[config.mk]
export PLATFORM = sky130hd
export DESIGN_NAME = shift_sequencer
export DESIGN_NICKNAME = d
export VERILOG_FILES = /design/src/rtl/shift_sequencer.sv
export SDC_FILE = /design/constraint.sdc
export NUM_CORES = 1
export LEC_CHECK = 0
export ABC_AREA = 0
export CAP_MARGIN = 20
export CORE_AREA = 2 2 39 41
export CTS_CLUSTER_SIZE = 8
export DETAILED_ROUTE_END_ITERATION = 10
export DIE_AREA = 0 0 41 43
export PLACE_DENSITY_LB_ADDON = 0.1
export RECOVER_POWER = 25
export SYNTH_ARGS = -nofsm -noshare
export SYNTH_HDL_FRONTEND = slang
export SYNTH_SLANG_ARGS = --single-unit
export TNS_END_PERCENT = 50
[constraint.sdc]
create_clock -name CLK -period 2.1 [get_ports CLK]
set_input_delay 0.525 -clock CLK [delete_from_list [all_inputs] [get_ports CLK]]
set_output_delay 0.525 -clock CLK [all_outputs]
set_load 0.005 [all_outputs]
[src/rtl/shift_sequencer.sv]
// Multi-cycle 4-bit shift/rotate sequencer: accepts a job in IDLE, applies one
// single-bit step per cycle in RUN, and pulses DONE for one cycle in FIN.
module shift_sequencer (
   input  logic       CLK,
   input  logic       RST_N,
   input  logic       START,
   input  logic [3:0] D,
   input  logic [1:0] MODE,
   input  logic [1:0] CNT,
   output logic [3:0] Q,
   output logic       BUSY,
   output logic       DONE
);

   localparam logic [1:0] IDLE = 2'b00;
   localparam logic [1:0] RUN  = 2'b01;
   localparam logic [1:0] FIN  = 2'b10;

   localparam logic [1:0] MODE_LSL = 2'b00;
   localparam logic [1:0] MODE_LSR = 2'b01;
   localparam logic [1:0] MODE_ROL = 2'b10;

   logic [1:0] state;
   logic [1:0] r;
   logic [1:0] m;
   logic [3:0] q;

   function automatic logic [3:0] step(input logic [3:0] v, input logic [1:0] md);
      logic [3:0] res;
      case (md)
         MODE_LSL: res = {v[2:0], 1'b0};
         MODE_LSR: res = {1'b0, v[3:1]};
         MODE_ROL: res = {v[2:0], v[3]};
         default:  res = {v[0], v[3:1]};
      endcase
      return res;
   endfunction

   always_ff @(posedge CLK or negedge RST_N) begin
      if (!RST_N) begin
         state <= IDLE;
         q     <= 4'b0000;
         r     <= 2'd0;
         m     <= 2'b00;
      end else begin
         case (state)
            IDLE: begin
               if (START) begin
                  q     <= D;
                  r     <= CNT;
                  m     <= MODE;
                  state <= RUN;
               end
            end
            RUN: begin
               // Counter reaching zero ends the job; the zero test also keeps r from wrapping.
               if (r != 2'd0) begin
                  q <= step(q, m);
                  r <= r - 2'd1;
               end else begin
                  state <= FIN;
               end
            end
            FIN:     state <= IDLE;
            default: state <= IDLE;
         endcase
      end
   end

   assign Q    = q;
   assign BUSY = (state == RUN);
   assign DONE = (state == FIN);

endmodule

-- After elaboration in Yosys (flattened, before gate mapping)
Index checks and enable logic that the tools add are counted.
W data, S select, Z words.
- logic and storage cells: 29
- flip-flop bits (word level): 10
- input port bits: 11
- eq/ne operators: 7
- reductions and logical operators: 7
- multiplexer cells: 10
- add/subtract/negate cells: 1
- operator list (operator ; number):
    $pmux W4 S3 ; 1
    $mux W2 ; 4
    $mux W4 ; 2
    $pmux W2 S2 ; 2
    $pmux W4 S2 ; 1
    $eq A2 B1 Y1 const B ; 2
    $eq A2 B2 Y1 const B ; 2
    $logic_not A2 Y1 ; 2
    $ne A2 B2 Y1 const B ; 2
    $reduce_and A2 Y1 ; 2
    $reduce_bool A2 Y1 ; 2
    $reduce_and A3 Y1 ; 1
    $ne A2 B1 Y1 const B ; 1
    $sub A2 B1 Y2 const B ; 1

-- Depth between registers and ports, before layout
Gate-level depths: netlist (run 1).
- word-level depth: 4
- gate-level depth with buffers: 6
- mapped depth without buffers: 5

-- Least setup slack after synthesis (run 1)
No wires, ideal clock.
- path kind: flip-flop to flip-flop
- start point: register r[0]
- end point: register q[1], in the netlist Q[1]
- path slack: 0.654 ns
- path buffers: 1
- library setup time: 0.125 ns
- required time: 1.975 ns
- period minus slack after synthesis: 1.446 ns
- arrival: 1.321 ns
- cell stages (with the launch flop): 7
- cells stage by stage: dfrtp_1 inv_1 ha_1 and2b_4 o21a_1 buf_6 mux2_4
- cells in the longest elaborated chain, start to end: 3
- RTL lines (what ; RTL line ; source):
    start: declaration ; 24 ; logic [1:0] r;
    start signal: assignment ; 59 ; r <= r - 2'd1;
    $reduce_bool A2 Y1 ; 57 ; if (r != 2'd0) begin
    $ne A2 B1 Y1 (no source line) ; n/a ;
    $reduce_and A3 Y1 (no source line) ; n/a ;
    end signal: assignment ; 58 ; q <= step(q, m);
    end: declaration ; 26 ; logic [3:0] q;
No other way between the ends.
A chain may end at the register's enable or synchronous reset.

-- Worst setup path in the final report (run 1)
- start point: register state[1]
- end point: output port BUSY
- cells in the longest elaborated chain, start to end: 1
- RTL lines (what ; RTL line ; source):
    start: declaration ; 23 ; logic [1:0] state;
    start signal: assignment ; 41 ; state <= IDLE;
    start signal: assignment ; 52 ; state <= RUN;
    start signal: assignment ; 61 ; state <= FIN;
    $eq A2 B1 Y1 ; 71 ; assign BUSY = (state == RUN);
    end: declaration ; 11 ; output logic BUSY,
No other way between the ends.

==> out/metrics.cfg, run 1 <==
[outcome]
status = completed

[worst_setup_path]
start_kind = register
reg2reg_depth = 5
crit_chain = nand2b_2, inv_2, clkdlybuf4s50_1
crit_family = buffers and inverters
cp_max_fo = 5
worst_path_max_delay_cell = clkdlybuf4s50_1
critical_path_depth = 3
critPathRequiredTime_ns = 1.57
slowest_delay_ns = 0.50
crit_buf_inv = 2
arrival_ns = 1.47
regToRegSetupSlack_ns = 0.60
critPathCaptureType = output pin
critPathKind = register to output pin

[global_route]
grt_pass1_wl_um = 1880
grt_usage = 0.155
overflow = 0
grt_pass1_vias = 431
antenna_found_initial = 0
grt_max_degree = 11

[place]
place_ws_ns = 0.244
place_inst = 80
dpl_cell_area_um2 = 738
port_buffers = 16
place_congestion = 0.779
hpwl_um = 855

[synth]
yosysMostFrequentCell = dfrtp_1
netlist.area_leader.share = 0.451
postSynthAreaPerCell_um2 = 11.8
ys_types = 25
syn_inst = 47
synth.top_cells.by_area = dfrtp_1, mux2_2, mux2_4
ys_top_cells_by_count = dfrtp_1, inv_1, mux2_2
async_flop_share = 1.00
yosysWarnings = 0
netlist_area_um2 = 554
ys_seq_area_frac = 0.451
synth_nets = 59
yosysTopAreaCell = dfrtp_1
ys_ff_latch = 10
synth-main-ff-cell = dfrtp_1
synth-edff-count = 0

[timing]
setup_slack_ns = 0.100
hold_violations = 0
finalSetupViolCount = 0
rsz0062_at_grt = no
fin_crit_ns = 2.00
fmax_mhz = 500
final.setup_skew_ns = 0.00314
relSlewSlack = 0.691
whs_ns = 0.526
drv_slew = 0
timing.final.crit_share = 0.952
setup_tns_ns = 0
tightest_slew_ns = 0.462

[die]
dieArea_mm2 = 0.00176
rows = 14
fp.dieH_um = 43
initial_utilization = 0.401
io_pins = 17
core_area_mm2 = 0.00138
die_w_um = 41

[cells_and_area]
syn2layout_area_growth_pct = 37.2
final_area_um2 = 761
fill_cells = 127
nets = 81
antenna-diode-count = 0
fin_cells = 83
drive_gt1_frac = 0.269

[routing]
top_layer = met4
drt_iter0_drc = 2
wl_per_cell_um = 13.2
wl_met3_um = 95
dr.pass1.iters = 2
route.met2.wl_um = 457
vias = 435
drt-met1-wl_um = 537
totalWireLength_um = 1090
via_per_inst = 5.24
drc = 0
antenna_left = 0

[min_path]
hold_depth = 2
hold_path.class = register to register

[power_and_ir_drop]
powerDensity_mw_per_mm2 = 1560
p_leak_nw = 0.330
vdd_drop_max_v = 0.000721

[clock_tree]
postCtsSetupBuffers = 0
cts_tree = yes
htree_levels = 1
clkLatencyLatePin_ns = 0.25
cts_root_buf = clkbuf_4
clock_sinks = 10
cts_resized = 0
hold_buffers = 0
cts.clk_slew.worst_paths_ns = 0.06
clock_path_buffers = 2
numCtsBuffers = 3

[flow_run]
maxCapViolCount = 0

==> cells in the final DEF (no fill, tap or decap), drive strengths merged <==
| master | synthesis | routed |
|---|---|---|
| a211oi | 1 | 1 |
| a21oi | 1 | 1 |
| a311oi | 1 | 1 |
| and2 | 2 | 2 |
| and2b | 2 | 2 |
| and3b | 1 | 1 |
| buf | 1 | 2 |
| clkbuf | 0 | 3 |
| clkdlybuf4s50 | 0 | 15 |
| dfrtp | 10 | 10 |
| dlygate4sd3 | 0 | 1 |
| ha | 1 | 1 |
| inv | 6 | 6 |
| mux2 | 8 | 8 |
| mux2i | 1 | 1 |
| nand2b | 1 | 1 |
| nand4 | 1 | 1 |
| nor2 | 1 | 1 |
| nor2b | 1 | 1 |
| nor3b | 1 | 1 |
| o2111ai | 1 | 1 |
| o211ai | 1 | 1 |
| o21a | 1 | 1 |
| o221ai | 2 | 2 |
| o22ai | 2 | 2 |
==> final cells by class <==
type                            instances  area [µm²]  area share
Multi-Input combinational cell         30         270       0.355
Sequential cell                        10         250       0.329
Timing Repair Buffer                   18         175       0.230
Clock buffer                            3        22.5      0.0296
Inverter                                6        22.5      0.0296
Tap cell                               16        20.0      0.0263
==> cells by family after synthesis <==
logic type	Yosys count	synth area share
AOI/OAI and AO/OA	10	0.135
adders and majority gates	1	0.0226
muxes	9	0.194
and+or+nand+nor	10	0.135
buffers and inverters	7	0.0609
DFF	10	0.451
==> tightest hold or removal path: stages (launching register included) <==
cell and delay, ns:
dfrtp_1 0.32, inv_1 0.05, mux2i_1 0.11
==> sequential cells by signal, summed over array words and instances, names as in the netlist <==
register and flops:
Q 4, m 2, r 2, state 2
==> layer usage <==
layer | vias to the layer above | GRT usage
met2 | 14 | 0.213
li1 | 214 | -
met3 | 2 | 0.0419
met1 | 205 | 0.227
met4 | 0 | 0.0600
met5 | - | 0
==> final timing paths <==
kind,start,end
hold reg to reg,r[1]$_DFFE_PN0P_,r[1]$_DFFE_PN0P_
hold / removal,r[1]$_DFFE_PN0P_,r[1]$_DFFE_PN0P_
min in group asynchronous,RST_N,r[0]$_DFFE_PN0P_
setup / recovery,state[1]$_DFFE_PN0P_,BUSY
setup reg to reg,r[0]$_DFFE_PN0P_,Q[2]$_DFFE_PN0P_
max in group asynchronous,RST_N,m[1]$_DFFE_PN0P_
==> per-stage QoR <==
step / util / power, W
after floorplan: - / 0.000837
after global placement: 0.533 / 0.00107
after detailed placement: 0.533 / 0.00107
after CTS: 0.550 / 0.00120
after global routing: 0.550 / 0.00130
final: 0.550 / 0.00119
==> power by group <==
| part | switching (W) | internal, W | total, W |
|---|---|---|---|
| Sequential | 0.0000830 | 0.000295 | 0.000378 |
| Combinational | 0.000272 | 0.000416 | 0.000688 |
| Clock | 0.0000576 | 0.0000658 | 0.000123 |
No activity file was read; power rests on OpenSTA's default activity.
==> run 2, diff against run 1 <==
Settings changed: CELL_PAD_IN_SITES_DETAIL_PLACEMENT set to 1, CELL_PAD_IN_SITES_GLOBAL_PLACEMENT set to 2, CORE_AREA 2 2 39 41 to 2 2 49 51, DIE_AREA 0 0 41 43 to 0 0 51 53.
Clock period 2.1 ns to 2.2 ns, I/O delays scaled along.
==> out/metrics.cfg, run 2 (same netlist as run 1, synthesis figures left out) <==
[outcome]
status = completed  ; unchanged

[clock_tree]
clock_sinks = 10  ; unchanged
cts_tree = yes  ; unchanged
clkLatencyLatePin_ns = 0.26  ; was 0.25 ns
cts_resized = 0  ; unchanged
postCtsSetupBuffers = 0  ; unchanged
cts.clk_slew.worst_paths_ns = 0.07  ; was 0.06 ns
hold_buffers = 0  ; unchanged
numCtsBuffers = 3  ; unchanged
cts_root_buf = clkbuf_4  ; unchanged
clock_path_buffers = 2  ; unchanged
htree_levels = 1  ; unchanged

[timing]
tightest_slew_ns = 0.495  ; was 0.462 ns
hold_violations = 0  ; unchanged
final.setup_skew_ns = 0.00453  ; was 0.00314 ns
rsz0062_at_grt = no  ; unchanged
drv_slew = 0  ; unchanged
relSlewSlack = 0.669  ; was 0.691
setup_slack_ns = 0.114  ; was 0.100 ns
fin_crit_ns = 2.09
fmax_mhz = 479
finalSetupViolCount = 0  ; unchanged
setup_tns_ns = 0  ; unchanged
timing.final.crit_share = 0.948

[routing]
totalWireLength_um = 1340  ; was 1090 µm
via_per_inst = 4.47  ; was 5.24
vias = 429  ; was 435
drc = 0  ; unchanged
dr.pass1.iters = 2  ; unchanged
wl_per_cell_um = 14.0  ; was 13.2 µm
drt_iter0_drc = 1  ; was 2
antenna_left = 0  ; unchanged

[global_route]
grt_pass1_wl_um = 2100  ; was 1880 µm
grt_max_degree = 11  ; unchanged
overflow = 0  ; unchanged
grt_usage = 0.110  ; was 0.155
grt_pass1_vias = 399  ; was 431
antenna_found_initial = 0  ; unchanged

[worst_setup_path]
start_kind = register  ; unchanged
arrival_ns = 1.54  ; was 1.47 ns
cp_max_fo = 5  ; unchanged
critPathCaptureType = output pin  ; unchanged
critPathKind = register to output pin  ; unchanged
critPathRequiredTime_ns = 1.65  ; was 1.57 ns
reg2reg_depth = 5  ; unchanged

[cells_and_area]
largest_reg_flops = 4  ; unchanged
antenna-diode-count = 0  ; unchanged
final_area_um2 = 790  ; was 761 µm²
mostFrequentLayoutCells = clkdlybuf4s50_1, dfrtp_1, inv_1, mux2_2, clkbuf_4  ; was clkdlybuf4s50_1, dfrtp_1, mux2_2
syn2layout_area_growth_pct = 42.4  ; was 37.2%
nets = 81  ; unchanged
final_common_cell = clkdlybuf4s50_1  ; unchanged
drive_gt1_frac = 0.265  ; was 0.269

[die]
rows = 17  ; was 14
fp.dieH_um = 53  ; was 43 µm
dieArea_mm2 = 0.00270  ; was 0.00176 mm²
io_pins = 17  ; unchanged
initial_utilization = 0.258  ; was 0.401
die_w_um = 51  ; was 41 µm
core_area_mm2 = 0.00215  ; was 0.00138 mm²

[place]
place_congestion = 0.692  ; was 0.779
place_ws_ns = 0.310  ; was 0.244 ns
dpl_cell_area_um2 = 753  ; was 738 µm²
hpwl_um = 1040  ; was 855 µm
port_buffers = 16  ; unchanged

[min_path]
hold_path.class = register to register  ; unchanged
hold_depth = 2  ; unchanged

[flow_run]
maxCapViolCount = 0  ; unchanged

[power_and_ir_drop]
p_leak_nw = 0.338  ; was 0.330 nW
vdd_drop_max_v = 0.000438  ; was 0.000721 V
powerDensity_mw_per_mm2 = 1510  ; was 1560 mW/mm²
power_w = 0.00119  ; about the same

## run 2: cell types whose count changed in the layout (fill, tap and decap cells not counted)
cell and change:
clkbuf_8 +1, inv_1 +1, inv_2 -1
## run 2: metrics by stage
stage	std cells	utilization	hold WS, ns
after floorplan	47	-	0.254
after global placement	92	0.351	0.512
after detailed placement	92	0.351	0.531
after CTS	96	0.368	0.545
after global routing	96	0.368	0.559
final	96	0.368	0.534
## run 2: path summary, 6_finish.rpt
path	from	end	slack, ns
worst max-delay path	state[1]$_DFFE_PN0P_	BUSY	0.11
worst min-delay path	r[1]$_DFFE_PN0P_	r[1]$_DFFE_PN0P_	0.53
worst max register to register	r[0]$_DFFE_PN0P_	Q[1]$_DFFE_PN0P_	0.72
worst min register to register	r[1]$_DFFE_PN0P_	r[1]$_DFFE_PN0P_	0.53
max in group asynchronous	RST_N	state[1]$_DFFE_PN0P_	1.18
min in group asynchronous	RST_N	Q[2]$_DFFE_PN0P_	0.68
## run 2: critical path, cell delays in order (launching register included)
cell	delay (ns)
dfrtp_1	0.39
nand2b_2	0.24
inv_1	0.13
clkdlybuf4s50_1	0.51
## run 2: where the power goes
group	switching [W]	internal (W)	total (W)
Sequential	0.0000877	0.000281	0.000369
Combinational	0.000262	0.000397	0.000659
Clock	0.0000656	0.000100	0.000166
Total	0.000416	0.000778	0.00119
## run 2: cell type report
type	instances	area, µm²
timing repair buffer	18	175
multi-input combinational	30	270
clock buffer	4	36.3
fill	248	1360
sequential	10	250
tap	28	35.0
inverter	6	22.5
## run 2: per-layer routing
metal | routed length [µm] | GRT usage | vias to the layer above
met3 | 87 | 0.0480 | 0
met2 | 571 | 0.167 | 10
met1 | 682 | 0.148 | 204
met5 | 0 | 0 | -
met4 | 0 | 0.0135 | 0
li1 | - | - | 215
==> run 3, diff against run 2 <==
--- a/config.mk
+++ b/config.mk
@@ -14,4 +14,5 @@
 export DETAILED_ROUTE_END_ITERATION = 10
 export DIE_AREA = 0 0 51 53
+export HOLD_SLACK_MARGIN = 0.08
 export PLACE_DENSITY_LB_ADDON = 0.1
 export RECOVER_POWER = 25
==> constraint.sdc (replaced) <==
create_clock -name CLK -period 2.2 [get_ports CLK]
set_input_delay 0.44 -clock CLK [delete_from_list [all_inputs] [get_ports CLK]]
set_output_delay 0.44 -clock CLK [all_outputs]
set_load 0.005 [all_outputs]
==> out/metrics.cfg, run 3 (same netlist as run 1, synthesis figures left out) <==
[place]
hpwl_um = 1070  ; was 1040 µm
place_inst = 91  ; was 92
port_buffers = 16  ; unchanged
dpl_cell_area_um2 = 746  ; was 753 µm²
place_congestion = 0.680  ; was 0.692

[power_and_ir_drop]
powerDensity_mw_per_mm2 = 1510  ; about the same
comb_power_share = 0.534  ; was 0.552
p_sw_w = 0.000416  ; about the same
pwr-share-clk = 0.142  ; was 0.139
p_leak_nw = 0.334  ; was 0.338 nW
p_int_w = 0.000766  ; was 0.000778 W
p_sw_frac = 0.352  ; was 0.348
vdd_drop_max_v = 0.000487  ; was 0.000438 V
power_w = 0.00118  ; was 0.00119 W
seqPwrFrac = 0.324  ; was 0.309

[cells_and_area]
fin_cells = 95  ; was 96
antenna-diode-count = 0  ; unchanged
final_area_um2 = 782  ; was 790 µm²
final_common_cell = clkdlybuf4s50_1  ; unchanged
mostFrequentLayoutCells = clkdlybuf4s50_1, dfrtp_1, inv_1, mux2_2, clkbuf_4  ; unchanged
drive_gt1_frac = 0.254  ; was 0.265
largest_reg_flops = 4  ; unchanged
nets = 80  ; was 81
syn2layout_area_growth_pct = 41.1  ; was 42.4%

[die]
fp.dieH_um = 53  ; unchanged
initial_utilization = 0.258  ; unchanged
dieArea_mm2 = 0.00270  ; unchanged
core_area_mm2 = 0.00215  ; unchanged
die_w_um = 51  ; unchanged
rows = 17  ; unchanged
io_pins = 17  ; unchanged

[worst_setup_path]
critPathRequiredTime_ns = 1.76  ; was 1.65 ns
regToRegSetupSlack_ns = 0.66  ; was 0.72 ns
start_kind = register  ; unchanged
critPathCaptureType = output pin  ; unchanged
critPathKind = register to output pin  ; unchanged
timing.rr.end = Q[1]$_DFFE_PN0P_  ; unchanged
arrival_ns = 1.61  ; was 1.54 ns
crit_family = buffers and inverters  ; unchanged
critical_path_depth = 3  ; unchanged
cp_max_fo = 8  ; was 5
reg2reg_depth = 4  ; was 5
crit_buf_inv = 2  ; unchanged
regToRegStartpoint = state[0]$_DFFE_PN0P_  ; was r[0]$_DFFE_PN0P_
crit_chain = nand2b_2, inv_1, clkdlybuf4s50_1  ; unchanged
slowest_delay_ns = 0.53  ; was 0.51 ns
worst_path_max_delay_cell = clkdlybuf4s50_1  ; unchanged

[routing]
wl_per_cell_um = 13.9  ; was 14.0 µm
wl_met3_um = 65  ; was 87 µm
antenna_left = 0  ; unchanged
via_per_inst = 4.53  ; was 4.47
drt-met1-wl_um = 638  ; was 682 µm
vias = 430  ; was 429
drt_iter0_drc = 6  ; was 1
dr.pass1.iters = 3  ; was 2
route.met2.wl_um = 620  ; was 571 µm
drc = 0  ; unchanged
top_layer = met3  ; unchanged
totalWireLength_um = 1320  ; was 1340 µm

[global_route]
grt_pass1_vias = 446  ; was 399
grt_pass1_wl_um = 2170  ; was 2100 µm
antenna_found_initial = 0  ; unchanged
overflow = 0  ; unchanged
grt_usage = 0.115  ; was 0.110
grt_max_degree = 11  ; unchanged

[timing]
hold_violations = 0  ; unchanged
fmax_mhz = 487  ; was 479 MHz
setup_tns_ns = 0  ; unchanged
timing.final.crit_share = 0.933  ; was 0.948
drv_slew = 0  ; unchanged
fin_crit_ns = 2.05  ; was 2.09 ns
relSlewSlack = 0.678  ; was 0.669
tightest_slew_ns = 0.482  ; was 0.495 ns
final.setup_skew_ns = 0.00441  ; was 0.00453 ns
finalSetupViolCount = 0  ; unchanged
rsz0062_at_grt = no  ; unchanged

[clock_tree]
cts_resized = 0  ; unchanged
htree_levels = 1  ; unchanged
clkLatencyLatePin_ns = 0.26  ; about the same
cts_root_buf = clkbuf_4  ; unchanged
cts.clk_slew.worst_paths_ns = 0.07  ; about the same
cts_tree = yes  ; unchanged
clock_sinks = 10  ; unchanged
numCtsBuffers = 3  ; unchanged
postCtsSetupBuffers = 0  ; unchanged
hold_buffers = 0  ; unchanged
clock_path_buffers = 2  ; unchanged

[outcome]
status = completed  ; unchanged

[flow_run]
maxCapViolCount = 0  ; unchanged

[min_path]
hold_path.class = register to register  ; unchanged
hold_end = r[1]$_DFFE_PN0P_  ; unchanged
worstHoldStart = r[1]$_DFFE_PN0P_  ; unchanged
hold_depth = 2  ; unchanged

-- run 3: per-stage QoR --
stage,setup slack [ns],utilization,hold WS [ns]
6_report,0.147,0.364,0.541
5_1_grt,0.0255,0.364,0.579
4_1_cts,0.118,0.364,0.511
3_5_place_dp,0.418,0.347,0.532
3_3_place_gp,0.425,0.347,0.527
2_1_floorplan,0.754,-,0.144
-- run 3: layout make-up --
cell class                      count  area [µm²]
Fill cell                         245        1370
Multi-Input combinational cell     30         270
Sequential cell                    10         250
Timing Repair Buffer               17         168
Clock buffer                        4        36.3
Tap cell                           28        35.0
Inverter                            6        22.5
-- run 3: layer usage --
metal	vias up	GRT usage
met5	-	0
met4	0	0.0405
met3	0	0.0565
met2	10	0.173
met1	210	0.143
li1	210	-
-- run 3: worst max-delay path by stage --
stage                         start                to  slack, ns
2_1_floorplan      r[0]$_DFFE_PN0P_  Q[1]$_DFFE_PN0P_       0.75
3_3_place_gp   state[0]$_DFFE_PN0P_              BUSY       0.42
3_5_place_dp                  START  r[1]$_DFFE_PN0P_       0.42
4_1_cts        state[0]$_DFFE_PN0P_              BUSY       0.12
5_1_grt        state[0]$_DFFE_PN0P_              BUSY       0.03
6_report       state[0]$_DFFE_PN0P_              BUSY       0.15
-- run 3: worst register-to-register path, delay by kind of cell, from the launching register on --
kind          cells  cell delay [ns]
buf+inv           1             0.15
flops             1             0.51
mux               2             0.60
simple gates      1             0.16
-- run 3: power by group through the flow --
stage,logic [W],clock network (W),registers (W)
2_1_floorplan,0.000441,0,0.000358
4_1_cts,0.000651,0.000175,0.000384
5_1_grt,0.000699,0.000188,0.000402
3_3_place_gp,0.000640,0,0.000389
6_report,0.000631,0.000168,0.000383
3_5_place_dp,0.000652,0,0.000386
